==> config.mk <==
export PLATFORM = sky130hd
export DESIGN_NAME = store_responder_flat
export DESIGN_NICKNAME = d
export VERILOG_FILES = /design/src/rtl/store_responder_pkg.sv /design/src/rtl/store_responder_if.sv /design/src/rtl/store_fifo.sv /design/src/rtl/store_responder.sv /design/src/flat_wrapper.sv
export SDC_FILE = /design/constraint.sdc
export NUM_CORES = 1
export LEC_CHECK = 0
export ABC_CLOCK_PERIOD_IN_PS = 1900
export BUFFER_PORTS_ARGS = -buffer_cell sky130_fd_sc_hd__buf_2
export CAP_MARGIN = 20
export CELL_PAD_IN_SITES_DETAIL_PLACEMENT = 1
export CELL_PAD_IN_SITES_GLOBAL_PLACEMENT = 1
export CORE_AREA = 2 2 76 78
export CTS_CLUSTER_SIZE = 25
export DETAILED_ROUTE_END_ITERATION = 12
export DIE_AREA = 0 0 78 80
export PLACE_DENSITY = 0.77
export SLEW_MARGIN = 20
export SYNTH_ARGS = -nofsm -noshare
export SYNTH_HDL_FRONTEND = slang
export SYNTH_SLANG_ARGS = --single-unit
==> constraint.sdc <==
create_clock -name clock -period 1.9 [get_ports clock]
set_input_delay 0.38 -clock clock [delete_from_list [all_inputs] [get_ports clock]]
set_output_delay 0.38 -clock clock [all_outputs]
set_load 0.01 [all_outputs]
==> src/rtl/store_responder_pkg.sv <==
// -----------------------------------------------------------------------------
// store_responder_pkg
// Shared types for the store responder: register-width values, word
// addresses, the posted-store FIFO entry and the issue FSM state encoding.
// -----------------------------------------------------------------------------
package store_responder_pkg;

    typedef logic [31:0] regval_t;
    typedef logic [29:0] mem_word_t;

    // One posted store: word address plus the data to write there.
    typedef struct packed {
        mem_word_t word;
        regval_t   value;
    } store_entry_t;

    typedef enum logic {
        IDLE = 1'b0,
        BUSY = 1'b1
    } issue_state_t;

endpackage

==> src/rtl/store_responder_if.sv <==
// -----------------------------------------------------------------------------
// store_responder_if
// Bundles the write-stage store handshake and the data-memory bus.
//   slave  : the responder (drives data_valid, is_empty, pulses, mem_* outputs)
//   master : the surrounding pipeline and memory (drives the store request
//            and mem_waitrequest)
// -----------------------------------------------------------------------------
interface store_responder_if;
    import store_responder_pkg::*;

    logic      address_enable;
    regval_t   address;
    regval_t   data;
    logic      data_valid;
    logic      is_empty;
    logic      misaligned;
    logic      timeout;
    mem_word_t mem_address;
    regval_t   mem_writedata;
    logic      mem_write;
    logic      mem_waitrequest;

    modport slave (
        input  address_enable, address, data, mem_waitrequest,
        output data_valid, is_empty, misaligned, timeout,
               mem_address, mem_writedata, mem_write
    );

    modport master (
        output address_enable, address, data, mem_waitrequest,
        input  data_valid, is_empty, misaligned, timeout,
               mem_address, mem_writedata, mem_write
    );
endinterface

==> src/rtl/store_fifo.sv <==
// -----------------------------------------------------------------------------
// store_fifo
// Posted-store FIFO, DEPTH entries (power of two). Pointers carry one extra
// wrap bit so full and empty are distinguished by count = wr_ptr - rd_ptr.
// Ports:
//   clock, reset_n : clock, async active-low reset
//   push, push_entry : write one entry (caller never pushes when full)
//   pop            : drop the head (caller never pops when empty)
//   head           : current oldest entry
//   count          : number of valid entries, 0..DEPTH
// -----------------------------------------------------------------------------
module store_fifo
    import store_responder_pkg::*;
#(
    parameter int DEPTH = 4
) (
    input  logic                     clock,
    input  logic                     reset_n,
    input  logic                     push,
    input  store_entry_t             push_entry,
    input  logic                     pop,
    output store_entry_t             head,
    output logic [$clog2(DEPTH):0]   count
);
    localparam int AW = $clog2(DEPTH);
    localparam logic [AW:0] PTR_ONE = (AW + 1)'(1);

    store_entry_t  entries [DEPTH];
    logic [AW:0]   wr_ptr;
    logic [AW:0]   rd_ptr;

    // NOTE: the entry array is deliberately not reset; the pointers alone
    // define which entries are valid, so stale contents are never observed.
    always_ff @(posedge clock) begin
        if (push) begin
            entries[wr_ptr[AW-1:0]] <= push_entry;
        end
    end

    // NOTE: sequential state uses non-blocking assignments only, so every
    // register samples pre-edge values regardless of block ordering.
    always_ff @(posedge clock or negedge reset_n) begin
        if (!reset_n) begin
            wr_ptr <= '0;
            rd_ptr <= '0;
        end else begin
            if (push) wr_ptr <= wr_ptr + PTR_ONE;
            if (pop)  rd_ptr <= rd_ptr + PTR_ONE;
        end
    end

    assign head  = entries[rd_ptr[AW-1:0]];
    assign count = wr_ptr - rd_ptr;

endmodule

==> src/rtl/store_responder.sv <==
// -----------------------------------------------------------------------------
// store_responder
// Memory-side responder for the write stage's stores. Accepted stores are
// posted into a FIFO and drained in order onto a word-addressed memory bus
// with wait-request flow control; a stalled transfer is abandoned after
// WAIT_LIMIT consecutive stalled edges.
//
// Configuration macro: STORE_RESPONDER_BUFFER_EN
//   defined   : FIFO + IDLE/BUSY issue FSM with registered bus outputs
//   undefined : bus driven combinationally from the store request
//
// Ports:
//   clock, reset_n : clock, async active-low reset
//   bus (slave)    : address_enable/address/data -> data_valid, is_empty,
//                    misaligned and timeout pulses, mem_address/
//                    mem_writedata/mem_write with mem_waitrequest
// Parameters: DEPTH (FIFO entries, power of two >= 2), WAIT_LIMIT (>= 1)
// -----------------------------------------------------------------------------
module store_responder
    import store_responder_pkg::*;
#(
    parameter int DEPTH      = 4,
    parameter int WAIT_LIMIT = 255
) (
    input  logic             clock,
    input  logic             reset_n,
    store_responder_if.slave bus
);
    if (DEPTH < 2 || (DEPTH & (DEPTH - 1)) != 0) begin : g_bad_depth
        $error("store_responder: DEPTH must be a power of two >= 2");
    end
    if (WAIT_LIMIT < 1) begin : g_bad_limit
        $error("store_responder: WAIT_LIMIT must be >= 1");
    end

    // The counter only has to reach WAIT_LIMIT-1: the edge that would make it
    // WAIT_LIMIT is the abandoning edge itself.
    localparam int CW = (WAIT_LIMIT < 2) ? 1 : $clog2(WAIT_LIMIT);
    localparam logic [CW-1:0] LAST_STALL = CW'(WAIT_LIMIT - 1);
    localparam logic [CW-1:0] STALL_ONE  = CW'(1);

    logic [CW-1:0] stall_cnt;
    logic          stalled;
    logic          timeout_hit;

    assign timeout_hit = stalled && (stall_cnt == LAST_STALL);

`ifdef STORE_RESPONDER_BUFFER_EN
    localparam int AW = $clog2(DEPTH);
    localparam logic [AW:0] FULL_COUNT = (AW + 1)'(DEPTH);

    logic [AW:0]  count;
    store_entry_t head;
    store_entry_t push_entry;
    issue_state_t state;
    issue_state_t next_state;
    logic         push;
    logic         pop;
    logic         fifo_empty;
    logic         xfer_done;

    // Acceptance looks at the pre-pop count: a full FIFO never accepts,
    // even on an edge that also pops.
    assign bus.data_valid = bus.address_enable && (count != FULL_COUNT);
    assign push           = bus.address_enable && bus.data_valid;
    assign push_entry     = '{word: bus.address[31:2], value: bus.data};
    assign fifo_empty     = (count == '0);

    assign stalled   = (state == BUSY) && bus.mem_waitrequest;
    assign xfer_done = (state == BUSY) && (!bus.mem_waitrequest || timeout_hit);
    // Popping on completion keeps back-to-back transfers bubble-free.
    assign pop       = !fifo_empty && ((state == IDLE) || xfer_done);

    store_fifo #(.DEPTH(DEPTH)) u_fifo (
        .clock      (clock),
        .reset_n    (reset_n),
        .push       (push),
        .push_entry (push_entry),
        .pop        (pop),
        .head       (head),
        .count      (count)
    );

    always_ff @(posedge clock or negedge reset_n) begin
        if (!reset_n) state <= IDLE;
        else          state <= next_state;
    end

    // NOTE: next_state gets its default before the case so no path leaves it
    // unassigned, which would infer a latch.
    always_comb begin
        next_state = state;
        case (state)
            IDLE: if (!fifo_empty)              next_state = BUSY;
            BUSY: if (xfer_done && fifo_empty)  next_state = IDLE;
            default:                            next_state = IDLE;
        endcase
    end

    // Issue registers load only on a pop, so they hold steady during stalls.
    always_ff @(posedge clock or negedge reset_n) begin
        if (!reset_n) begin
            bus.mem_address   <= '0;
            bus.mem_writedata <= '0;
        end else if (pop) begin
            bus.mem_address   <= head.word;
            bus.mem_writedata <= head.value;
        end
    end

    assign bus.mem_write = (state == BUSY);
    assign bus.is_empty  = fifo_empty && (state == IDLE);
`else
    // Unbuffered: the store request is the bus transfer; the pipeline is
    // released on completion or when the transfer is abandoned.
    assign stalled           = bus.address_enable && bus.mem_waitrequest;
    assign bus.mem_write     = bus.address_enable;
    assign bus.mem_address   = bus.address[31:2];
    assign bus.mem_writedata = bus.data;
    assign bus.data_valid    = bus.address_enable &&
                               (!bus.mem_waitrequest || timeout_hit);
    assign bus.is_empty      = !bus.address_enable;
`endif

    // Counts consecutive stalled edges; anything else (completion, abandon,
    // idle) starts the next transfer from zero.
    always_ff @(posedge clock or negedge reset_n) begin
        if (!reset_n)                    stall_cnt <= '0;
        else if (stalled && !timeout_hit) stall_cnt <= stall_cnt + STALL_ONE;
        else                             stall_cnt <= '0;
    end

    always_ff @(posedge clock or negedge reset_n) begin
        if (!reset_n) begin
            bus.misaligned <= 1'b0;
            bus.timeout    <= 1'b0;
        end else begin
            bus.misaligned <= bus.address_enable && bus.data_valid &&
                              (bus.address[1:0] != 2'b00);
            bus.timeout    <= timeout_hit;
        end
    end

endmodule

==> src/flat_wrapper.sv <==
// flat-port wrapper written by rule: the top's interface ports become plain ports
module store_responder_flat import store_responder_pkg::*;
#(
    parameter int DEPTH      = 4,
    parameter int WAIT_LIMIT = 255
)
  (clock, reset_n, bus_address_enable, bus_address, bus_data, bus_mem_waitrequest, bus_data_valid, bus_is_empty, bus_misaligned, bus_timeout, bus_mem_address, bus_mem_writedata, bus_mem_write);
  store_responder_if bus_i ();
  input  logic clock;
  input  logic reset_n;
  input wire logic [$bits(bus_i.address_enable)-1:0] bus_address_enable;
  input wire logic [$bits(bus_i.address)-1:0] bus_address;
  input wire logic [$bits(bus_i.data)-1:0] bus_data;
  input wire logic [$bits(bus_i.mem_waitrequest)-1:0] bus_mem_waitrequest;
  output wire logic [$bits(bus_i.data_valid)-1:0] bus_data_valid;
  output wire logic [$bits(bus_i.is_empty)-1:0] bus_is_empty;
  output wire logic [$bits(bus_i.misaligned)-1:0] bus_misaligned;
  output wire logic [$bits(bus_i.timeout)-1:0] bus_timeout;
  output wire logic [$bits(bus_i.mem_address)-1:0] bus_mem_address;
  output wire logic [$bits(bus_i.mem_writedata)-1:0] bus_mem_writedata;
  output wire logic [$bits(bus_i.mem_write)-1:0] bus_mem_write;
  assign bus_i.address_enable = bus_address_enable;
  assign bus_i.address = bus_address;
  assign bus_i.data = bus_data;
  assign bus_i.mem_waitrequest = bus_mem_waitrequest;
  assign bus_data_valid = bus_i.data_valid;
  assign bus_is_empty = bus_i.is_empty;
  assign bus_misaligned = bus_i.misaligned;
  assign bus_timeout = bus_i.timeout;
  assign bus_mem_address = bus_i.mem_address;
  assign bus_mem_writedata = bus_i.mem_writedata;
  assign bus_mem_write = bus_i.mem_write;
  store_responder #(.DEPTH(DEPTH), .WAIT_LIMIT(WAIT_LIMIT)) u_core (.clock(clock), .reset_n(reset_n), .bus(bus_i));
endmodule
==> flow_summary.json <==
{
  "dpl_worst_slack_ns": 0.112,
  "dpl.hpwl_mm": 1.12,
  "cp_top_family": "simple AND/OR/NAND/NOR gates",
  "num_io_pins": 135,
  "start_kind": "flop",
  "fp.dieH_um": 80,
  "core_um2": 5410,
  "maxSlewViolCount": 0,
  "drv_cap": 0,
  "grt-ovfl-total": 0,
  "holdWs_ns": 0.00361,
  "post_drt_via_cell_ratio": 3.42,
  "routabilityCongestion": 0.763,
  "yosys_warnings": 0,
  "worst_slew_pin_slew_ns": 0.420,
  "yosysSeqAreaShare": 0.261,
  "netlist_instances": 111,
  "peakVddDrop_uv": 242,
  "initial_utilization": 0.177,
  "syn_area_um2": 957,
  "drtAntennaViolNets": 0,
  "cts.sink_count": 10,
  "synth_top_area_frac": 0.494,
  "vias": 475,
  "fp.dieW_um": 78,
  "setup_viol_count_final": 0,
  "die-area_um2": 6240,
  "criticalPathCategory": "reg2out",
  "ys_ff_latch": 10,
  "port_buffers": 10,
  "syn_nets": 181,
  "cts_tree": "yes",
  "p_total_w": 0.000474,
  "wire_per_inst_um": 11.1,
  "setup_ws_ns": 0.0262,
  "grt_use_total": 0.0509,
  "cts_hold_buffers": 0,
  "hold_path_class": "in2async",
  "period_needed_ns": 1.87,
  "wl_mm": 1.55,
  "max_freq_mhz": 534,
  "rsz0062_at_grt": "true",
  "h-tree-depth": 1,
  "fin_setup_tns_ns": 0,
  "clk_latency_ns": 0.24,
  "layout-drive-gt1-share": 0.418,
  "grt_first_pass_wirelength_mm": 2.40,
  "antenna_cells": 0,
  "cp_max_fo": 3,
  "outcome": "completed",
  "skew_ns": 0.00329,
  "root_buffer": "clkbuf_8",
  "grt_pass1_vias": 516,
  "drc_errors": 0,
  "cp.required_ns": 1.52,
  "power.density_nw_per_um2": 644,
  "synth_cell_types": 19,
  "dr.pass1.iters": 3,
  "end_kind": "output port",
  "period_share": 0.986,
  "cp_cell_sequence": "inv_2 -> ha_4 -> nand2_2 -> or3_4 -> a21oi_2 -> buf_2",
  "place_inst": 132,
  "timing.reg2reg.setup_slack_ns": 0.46,
  "syn_to_final_growth_pct": -23.1,
  "yosys-top-cells-area": "buf_4 49%, dfrtp_1 26%, a21oi_1 3.7%, ha_1 2.6%, nor2_1 2.4%",
  "cts_buffers": 3,
  "startpoint": "u_core.stall_cnt[0]",
  "fin_cells": 139,
  "worstPathArrival_ns": 1.49,
  "layout_commonest_cell": "buf_2",
  "avgSynthCellArea_um2": 8.62,
  "cp_num_buf_inv": 2,
  "first_iter_violations": 7,
  "antenna_found_initial": 0,
  "grt_max_degree": 11,
  "yosys.area.top_type": "buf_4",
  "clkSlewWorstSetupHoldPaths_ns": 0.05,
  "r2r_start": "u_core.stall_cnt[1]",
  "final_nets": 139,
  "rows": 27,
  "crit_path_max_incr_delay_ns": 0.38,
  "hold_violations": 0,
  "power_leakage_nw": 0.291,
  "final_cell_mix": "10 x buf_2, 9 x dfrtp_1, 6 x a21oi_1, 6 x nor2_1, 6 x buf_4",
  "clock_path_buffers": 2,
  "relSlewSlack": 0.719,
  "critPathSlowestCell": "dfrtp_1"
}
## logic make-up after synthesis
| family | after synthesis | share of synthesized area |
|---|---|---|
| compound gates | 13 | 0.0863 |
| xor+xnor | 3 | 0.0275 |
| fa+ha+maj | 2 | 0.0261 |
| buf+inv | 65 | 0.502 |
| flops | 10 | 0.261 |
| simple gates | 18 | 0.0967 |
## final cells by class
class | count | area, um^2
Tap cell | 72 | 90.1
Multi-Input combinational cell | 36 | 250
Inverter | 2 | 7.51
Timing Repair Buffer | 16 | 95.1
Fill cell | 665 | 4670
Clock buffer | 3 | 41.3
Sequential cell | 10 | 251
## per-layer routing
metal  share of wire  global-route usage
met1            0.33              0.0430
met2            0.49              0.0810
met3            0.13              0.0396
met4           0.035              0.0368
met5               0                   0
## sequential cells by signal (all words and copies together), names as in the netlist
signal	cells
u_core.stall_cnt	8
u_core.bus.misaligned	1
u_core.bus.timeout	1
## synthesized netlist by cell type, drive strengths merged
library cell / n
or3: 2
nor2: 6
o21ai: 3
o31ai: 1
xor2: 2
nand2: 4
xnor2: 1
dfrtp: 10
a32oi: 1
nand4: 1
or4: 1
a21oi: 7
ha: 2
nand3: 3
or3b: 1
inv: 2
buf: 63
o311ai: 1
## repair_timing
item / in CTS / in global routing
setup buffers: 2 / 2
pin swaps: 2 / 3
resized for setup: 4 / 3
setup endpoints to repair: 1 / 1
hold endpoints to repair: 0 / 0
## worst register-to-register path, stage by stage, from the launching register on
cell and delay [ns]:
dfrtp_1 0.38, buf_4 0.16, ha_1 0.23, or3b_2 0.46, a21oi_1 0.14
## report_power, final
part           internal, W  leakage [nW]   total, W  switching (W)
Clock             0.000138        0.0216   0.000216      0.0000780
Sequential        0.000217         0.136   0.000219     0.00000189
Combinational    0.0000156         0.133  0.0000388      0.0000232
Total             0.000371         0.291   0.000474       0.000103
## per-stage QoR
step | area (um^2) | util
2_1_floorplan | 957 | -
3_3_place_gp | 639 | 0.118
3_5_place_dp | 639 | 0.118
4_1_cts | 709 | 0.131
5_1_grt | 736 | 0.136
6_report | 736 | 0.136
## final timing paths
kind | endpoint | cells after the start
worst min-delay path | u_core.stall_cnt[6] | 1
max in group asynchronous | u_core.stall_cnt[2] | 1
worst max-delay path | bus_data_valid | 6
worst min register to register | u_core.stall_cnt[0] | 2
min in group clock | u_core.bus.misaligned | 2
worst max register to register | u_core.stall_cnt[6] | 4
No activity file was read; power rests on OpenSTA's default activity.
